## src/rtl/load_store_unit_pkg.sv

```systemverilog
// Shared definitions for the load/store unit: RV32I funct3 codes, FSM state
// encoding and the request legality check.
package load_store_unit_pkg;

    localparam logic [2:0] F3_B  = 3'b000;
    localparam logic [2:0] F3_H  = 3'b001;
    localparam logic [2:0] F3_W  = 3'b010;
    localparam logic [2:0] F3_BU = 3'b100;
    localparam logic [2:0] F3_HU = 3'b101;

    localparam int LSU_STATE_W = 2;

    typedef enum logic [LSU_STATE_W-1:0] {
        ST_IDLE = 2'd0,
        ST_RD   = 2'd1,
        ST_WR   = 2'd2,
        ST_RESP = 2'd3
    } lsu_state_e;

    // Unsigned stores do not exist in RV32I, so BU/HU are illegal for writes.
    function automatic logic req_is_err(input logic       write,
                                        input logic [2:0] funct3,
                                        input logic [1:0] lane,
                                        input logic       rmw_en);
        logic err;
        err = 1'b0;
        case (funct3)
            F3_B:    err = write && !rmw_en;
            F3_H:    err = lane[0] || (write && !rmw_en);
            F3_W:    err = (lane != 2'b00);
            F3_BU:   err = write;
            F3_HU:   err = write || lane[0];
            default: err = 1'b1;
        endcase
        return err;
    endfunction

endpackage

```

## src/rtl/load_store_unit_byte_lane_align.sv

```systemverilog
// Little-endian lane handling: extracts/extends load data from a memory word and
// merges sub-word store data into a previously read word.
module load_store_unit_byte_lane_align
    import load_store_unit_pkg::*;
(
    input  logic [31:0] rdata,
    input  logic [31:0] wdata,
    input  logic [1:0]  lane,
    input  logic [2:0]  funct3,
    output logic [31:0] ld_data,
    output logic [31:0] st_data
);

    logic [7:0]  byte_sel;
    logic [15:0] half_sel;

    always_comb begin
        byte_sel = rdata[{lane, 3'b000} +: 8];
        half_sel = lane[1] ? rdata[31:16] : rdata[15:0];

        case (funct3)
            F3_B:    ld_data = {{24{byte_sel[7]}}, byte_sel};
            F3_BU:   ld_data = {24'h0, byte_sel};
            F3_H:    ld_data = {{16{half_sel[15]}}, half_sel};
            F3_HU:   ld_data = {16'h0, half_sel};
            default: ld_data = rdata;
        endcase

        st_data = rdata;
        case (funct3)
            F3_B: st_data[{lane, 3'b000} +: 8] = wdata[7:0];
            F3_H: begin
                if (lane[1]) st_data[31:16] = wdata[15:0];
                else         st_data[15:0]  = wdata[15:0];
            end
            default: st_data = wdata;
        endcase
    end

endmodule

```

## src/rtl/load_store_unit.sv

```systemverilog
// Load/store unit between the execute stage and DataMemory: one request per
// handshake, sub-word stores via read-modify-write of the containing word.
//
// state   | meaning
// IDLE    | ready for a request
// RD      | DataMemory read, word captured into rdata_q
// WR      | DataMemory write of full or merged word
// RESP    | one-cycle response pulse
module load_store_unit
    import load_store_unit_pkg::*;
#(
    parameter int ADDR_WIDTH = 32,
    parameter bit RMW_ENABLE = 1'b1
) (
    input  logic                  clk,
    input  logic                  reset,
    input  logic                  req_valid,
    output logic                  req_ready,
    input  logic                  req_write,
    input  logic [2:0]            req_funct3,
    input  logic [ADDR_WIDTH-1:0] req_addr,
    input  logic [31:0]           req_wdata,
    output logic                  resp_valid,
    output logic [31:0]           resp_rdata,
    output logic                  resp_err,
    output logic [31:0]           dmem_addr,
    output logic [31:0]           dmem_din,
    output logic                  dmem_read,
    output logic                  dmem_write,
    input  logic [31:0]           dmem_dout
);

    lsu_state_e            state;
    logic [ADDR_WIDTH-1:0] addr_q;
    logic [2:0]            funct3_q;
    logic                  write_q;
    logic [31:0]           wdata_q;
    logic [31:0]           rdata_q;
    logic                  err_q;
    logic                  load_done_q;
    logic                  ready_q;

    logic                  accept_err;
    logic [31:0]           word_addr;
    logic [31:0]           ld_data;
    logic [31:0]           st_data;

    assign accept_err = req_is_err(req_write, req_funct3, req_addr[1:0], RMW_ENABLE);

    always_ff @(posedge clk or negedge reset) begin
        if (!reset) begin
            state       <= ST_IDLE;
            addr_q      <= '0;
            funct3_q    <= '0;
            write_q     <= 1'b0;
            wdata_q     <= '0;
            rdata_q     <= '0;
            err_q       <= 1'b0;
            load_done_q <= 1'b0;
            ready_q     <= 1'b0;
        end else begin
            case (state)
                ST_IDLE: begin
                    if (req_valid && ready_q) begin
                        addr_q      <= req_addr;
                        funct3_q    <= req_funct3;
                        write_q     <= req_write;
                        wdata_q     <= req_wdata;
                        err_q       <= accept_err;
                        load_done_q <= 1'b0;
                        ready_q     <= 1'b0;
                        if (accept_err)
                            state <= ST_RESP;
                        else if (req_write && req_funct3 == F3_W)
                            state <= ST_WR;
                        else
                            state <= ST_RD;
                    end else begin
                        ready_q <= 1'b1;
                    end
                end
                ST_RD: begin
                    rdata_q <= dmem_dout;
                    if (write_q) begin
                        state <= ST_WR;
                    end else begin
                        load_done_q <= 1'b1;
                        state       <= ST_RESP;
                    end
                end
                ST_WR: state <= ST_RESP;
                ST_RESP: begin
                    ready_q <= 1'b1;
                    state   <= ST_IDLE;
                end
                default: state <= ST_IDLE;
            endcase
        end
    end

    load_store_unit_byte_lane_align u_align (
        .rdata   (rdata_q),
        .wdata   (wdata_q),
        .lane    (addr_q[1:0]),
        .funct3  (funct3_q),
        .ld_data (ld_data),
        .st_data (st_data)
    );

    always_comb begin
        word_addr = '0;
        word_addr[ADDR_WIDTH-1:2] = addr_q[ADDR_WIDTH-1:2];
    end

    // Memory strobes decode straight from state so reset drops them immediately.
    assign req_ready  = ready_q;
    assign resp_valid = (state == ST_RESP);
    assign resp_err   = (state == ST_RESP) && err_q;
    assign resp_rdata = load_done_q ? ld_data : '0;
    assign dmem_read  = (state == ST_RD);
    assign dmem_write = (state == ST_WR);
    assign dmem_addr  = (state == ST_RD || state == ST_WR) ? word_addr : '0;
    assign dmem_din   = (state == ST_WR) ? st_data : '0;

endmodule

```

## config.mk

```make
export PLATFORM = sky130hd
export DESIGN_NAME = load_store_unit
export DESIGN_NICKNAME = d
export VERILOG_FILES = /design/src/rtl/load_store_unit_pkg.sv /design/src/rtl/load_store_unit_byte_lane_align.sv /design/src/rtl/load_store_unit.sv
export SDC_FILE = /design/constraint.sdc
export NUM_CORES = 1
export LEC_CHECK = 0
export CAP_MARGIN = 20
export CELL_PAD_IN_SITES_DETAIL_PLACEMENT = 1
export CELL_PAD_IN_SITES_GLOBAL_PLACEMENT = 2
export CORE_UTILIZATION = 30
export DETAILED_ROUTE_END_ITERATION = 16
export PLACE_DENSITY_LB_ADDON = 0.1
export SLEW_MARGIN = 40
export SYNTH_ARGS = -nofsm -noshare
export SYNTH_HDL_FRONTEND = slang
export SYNTH_SLANG_ARGS = --single-unit
```

## constraint.sdc

```tcl
create_clock -name clk -period 5.4 [get_ports clk]
set_input_delay 1.08 -clock clk [delete_from_list [all_inputs] [get_ports clk]]
set_output_delay 1.08 -clock clk [all_outputs]
set_load 0.005 [all_outputs]
```

Word level (Yosys, flattened, before mapping)
Cells that the tools add are included.

Register bits: 105. Input port bits: 103. Word-level logic and storage cells: 58.

Add/subtract/negate cells: 1. Eq/ne operators: 12. Shift-type cells: 3. Muxes and demuxes: 20. Reduce and logical (&&, ||, !) cells: 13.

Operators by type and width (count): $pmux W32 S4 (1); $mux W32 (3); $pmux W32 S2 (1); $mux W16 (3); $bwmux W32 (1); $shift A8 B7 Y32 const A (1); $shiftx A32 B6 Y8 (1); $shiftx A8 B7 Y32 (1); $eq A3 B3 Y1 const B (4); $pmux W2 S4 (1); $neg A5 Y7 (1); $eq A3 B1 Y1 const B (2); $logic_not A3 Y1 (2); $mux W2 (3); $reduce_bool A2 Y1 (3); $pmux W1 S5 (1); $eq A2 B2 Y1 const B (2); $mux W1 (4); $ne A2 B2 Y1 const B (2); $pmux W1 S2 (2); $eq A3 B2 Y1 const B (1); $logic_and A1 B1 Y1 (3); $reduce_and A3 Y1 (1); $eq A2 B1 Y1 const B (1); 3 further kinds (4).

Longest topological paths before layout
Depth after elaboration: 6. Depth in mapped cells: 10. Gate-level depth less buffers: 6.

By module
A second synthesis with hierarchy kept.

Cell total of the unflattened synthesis: 653. Area, all modules: 6476.2 um2.

Modules (own cells, without submodules): load_store_unit (instances 1, cells each 352, area an instance 4715.8 um2, sequential area each 2627.5 um2); load_store_unit_byte_lane_align (instances 1, cells each 301, area an instance 1760.4 um2, sequential area each 0.0 um2).

Worst setup path before layout
OpenSTA, ideal clock, no wires.

Path type: reg2out. From: register addr_q[1]. To: output dmem_din[0]. Arrival: 2.617 ns. Required time: 4.320 ns. Slack: 1.703 ns. Stages on the path, launching flop included: 10. Cell sequence: dfrtp_1 -> buf_6 -> clkbuf_1 -> clkbuf_1 -> inv_1 -> ha_1 -> or4b_2 -> nand3_1 -> a22oi_1 -> nor2_1.

Longest elaborated chain between the ends: 5. Elaborated cells on any way between the ends: 7. Those cells by class: add/sub (1); shift (2); mux (4).

RTL lines: from (decl) (line load_store_unit.sv:34) `logic [ADDR_WIDTH-1:0] addr_q;`; from (signal assigned) (line load_store_unit.sv:65) `addr_q <= req_addr;`; $neg A5 Y7 (line load_store_unit_byte_lane_align.sv:31) `F3_B: st_data[{lane, 3'b000} +: 8] = wdata[7:0];`; $shiftx A8 B7 Y32 or $shift A8 B7 Y32 (tied branches) (line load_store_unit_byte_lane_align.sv:31); $bwmux W32 (line load_store_unit_byte_lane_align.sv:31); $pmux W32 S2 * (line load_store_unit_byte_lane_align.sv:30) `case (funct3)`; $mux W32 * (line load_store_unit.sv:123) `assign dmem_din = (state == ST_WR) ? st_data : '0;`; to (decl) (line load_store_unit.sv:27) `output logic [31:0] dmem_din,`.

Mark *: on every way between the ends. The rest lies on a longest branch, timed or not.

Worst setup path after layout
From: register addr_q[1]. To: output dmem_din[7].

The elaborated chain is that of the path after synthesis.

==> impl_metrics.env <==
export IMPL_status="finished clean"
export IMPL_vdd_ir_drop_max_uv=298
export IMPL_period_needed_ns=4.38
export IMPL_yosysTopAreaCellShare_pct=43.2
export IMPL_cts_repair_resized=0
export IMPL_dp_slack_ns=1.12
export IMPL_final_setup_tns_ns=0
export IMPL_timing_slew_headroom_pct=46.5
export IMPL_clock_sinks=105
export IMPL_antenna_found_initial=0
export IMPL_regArea_sq_mm=0.00263
export IMPL_start_util_pct=30.9
export IMPL_synth_edf_count=0
export IMPL_end_kind="primary output"
export IMPL_vias=5197
export IMPL_min_from="wdata_q[28]"
export IMPL_p_sw_mw=2.37
export IMPL_layout_drive_gt1_share_pct=22.9
export IMPL_switching_share_pct=39.7
export IMPL_drc_errors=0
export IMPL_multiInputGateArea_sq_mm=0.00324
export IMPL_cp_start_kind="flip-flop"
export IMPL_setup_slack_ns=1.02
export IMPL_ys_async_sr_fraction_pct=100
export IMPL_grt_pass1_vias=5543
export IMPL_grtUsageTotal_pct=20.9
export IMPL_fmax_ghz=0.228
export IMPL_final_antenna_net_count=0
export IMPL_rsz0062_at_grt="false"
export IMPL_synth_seq_cells=105
export IMPL_areaGrowthSynthToFinish_pct=42.8
export IMPL_overflow=0
export IMPL_post_dp_hpwl_mm=16.0
export IMPL_hold_depth=1
export IMPL_yosys_area_top_type="dfrtp_1"
export IMPL_final_nets=856
export IMPL_synth_cells=566
export IMPL_firstDrtPassIters=4
export IMPL_power_mw=5.96
export IMPL_hold_path_end="wdata_q[28]"
export IMPL_syn_area_sq_mm=0.00608
export IMPL_cp_data_arrival_time_ns=3.30
export IMPL_drt_total_wl_mm=21.3
export IMPL_reg2reg_slack_ns=3.57
export IMPL_hold_path_class="flip-flop to flip-flop"
export IMPL_ys_seq_area_share_pct=43.2
export IMPL_max_cap_viol_count=0
export IMPL_num_io_pins=204
export IMPL_die_h_microns=144
export IMPL_gp_congestion=0.861
export IMPL_ys_types=48
export IMPL_dr_first_iter_drc_count=174
export IMPL_cts_setup_buffers=0
export IMPL_cp_data_required_time_ns=4.32
export IMPL_worst_pin_slew_ns=0.803
export IMPL_p_clk_share_pct=12.2
export IMPL_grt_pass1_wl_mm=32.2
export IMPL_core_area_sq_mm=0.0197
export IMPL_clock_latency_ns=0.35
export IMPL_cts_tree="done"
export IMPL_viasPerCell=5.13
export IMPL_finalCritPeriodShare_pct=81.2
export IMPL_synth_area_per_cell_sq_um=10.7
export IMPL_num_fill_cells=2157
export IMPL_place_area_sq_mm=0.00833
export IMPL_dieArea_sq_mm=0.0208
export IMPL_io_buffers=201
export IMPL_grt_max_degree=58
export IMPL_htree_levels=3
export IMPL_seqPwrFrac_pct=30.0
export IMPL_slew_viol_final=0
export IMPL_yosys_warnings=0
export IMPL_fin_area_sq_mm=0.00868
export IMPL_netlist_top_cells_area="dfrtp_1 43%, mux2_2 20%, and2_1 3.9%"
export IMPL_crit_fanout=14
export IMPL_powerDensity_mw_per_mm2=686
export IMPL_hold_ws_ns=0.502
export IMPL_final_hold_viol_count=0
export IMPL_cts_hold_buf=0
export IMPL_p_leak_nw=3.41
export IMPL_dpl_cell_count=997
export IMPL_p_int_mw=3.59
export IMPL_fin_cells=1013
export IMPL_fin_skew_ns=0.0103
export IMPL_setup_violations=0
export IMPL_crit_type="flip-flop to primary output"
export IMPL_antennaDiodeCount=0
export IMPL_row_count=51
export IMPL_synth_main_ff_cell="dfrtp_1"
export IMPL_wl_per_cell_microns=21.0
export IMPL_final_util_pct=44.2
export IMPL_root_buffer="clkbuf_16"
export IMPL_r2r_end="wdata_q[16]"
export IMPL_r2r_start="state[1]"
export IMPL_r2r_cells=5
export IMPL_cts_buffers=9
export IMPL_clkTransAtPathRegs_ns=0.08
export IMPL_comb_power_share_pct=57.9
export IMPL_chipWidth_microns=144
export IMPL_clockBufferDepth=2
[registers in the layout, indices dropped and copies added, names as in the netlist]
signal       cells
load_done_q      1
addr_q          32
rdata_q         32
wdata_q         32
req_ready        1
state            2
write_q          1
err_q            1
funct3_q         3
[worst max-delay path by stage]
stage | startpoint | to | depth (start not counted)
finish | addr_q[1] | dmem_din[7] | 7
global placement | addr_q[0] | dmem_din[31] | 6
floorplan | addr_q[1] | dmem_din[0] | 9
CTS | addr_q[0] | dmem_din[31] | 6
global route | addr_q[1] | dmem_din[3] | 7
detailed placement | addr_q[0] | dmem_din[31] | 6
[logic make-up after synthesis]
family	count (synthesis)	synth area share, %
AND/OR/NAND/NOR	147	13.4
buffers and inverters	55	4.14
other	1	0.0617
flip-flops	105	43.2
adder cells (fa/ha/maj)	10	2.06
multiplexers	121	23.8
AO/OA/AOI/OAI	127	13.3
[Yosys cell counts, types with 5 or more instances]
cell type,number
a31oi_1,11
nand2b_1,5
inv_1,9
a211oi_1,7
o221a_2,7
buf_2,5
ha_1,10
o22ai_1,8
nor2_4,6
a21oi_1,44
nor3b_1,8
nand4_1,8
buf_1,7
a221oi_1,8
mux4_2,8
o21ai_0,26
and2_1,38
nand2_1,29
nor2_1,32
clkbuf_1,29
dfrtp_1,105
a22oi_1,8
mux2_2,110
[final cells by class]
type	count	share of cell area (%)
repair buffers	211	24.4
clock inverters	6	1.14
multi-input cells	407	37.3
flip-flops and latches	105	30.3
clock buffers	10	2.64
inverters	9	0.389
well taps	265	3.82
[power by group through the flow]
stage / logic, mW / registers (mW) / clock network [mW]
2_1_floorplan: 2.08 / 1.43 / 0
3_3_place_gp: 3.38 / 1.78 / 0
3_5_place_dp: 3.47 / 1.80 / 0
4_1_cts: 3.49 / 1.79 / 0.757
5_1_grt: 3.75 / 1.86 / 0.780
6_report: 3.45 / 1.79 / 0.724
[routing by layer]
layer | global-route usage, % | share of wire [%]
met1 | 25.6 | 42
met2 | 35.8 | 50
met3 | 5.23 | 6.3
met4 | 6.59 | 1.9
met5 | 0 | 0
[layout by cell type (no fill, tap or decap), types with 11 or more instances in the layout]
| cell type | count |
|---|---|
| nand2_1 | 29 |
| dfrtp_1 | 103 |
| and2_1 | 38 |
| o21ai_0 | 26 |
| clkdlybuf4s50_1 | 200 |
| nor2_1 | 31 |
| a31oi_1 | 11 |
| a21oi_1 | 44 |
| mux2_2 | 110 |
[worst max-delay path, cell delays in order, from the launching register on]
cell	delay, ns
dfrtp_1	0.65
inv_1	0.17
ha_1	0.38
or4b_2	0.71
nand3_1	0.29
a22oi_1	0.13
nor2_1	0.12
clkdlybuf4s50_1	0.51
(Power assumes the default switching activity.)
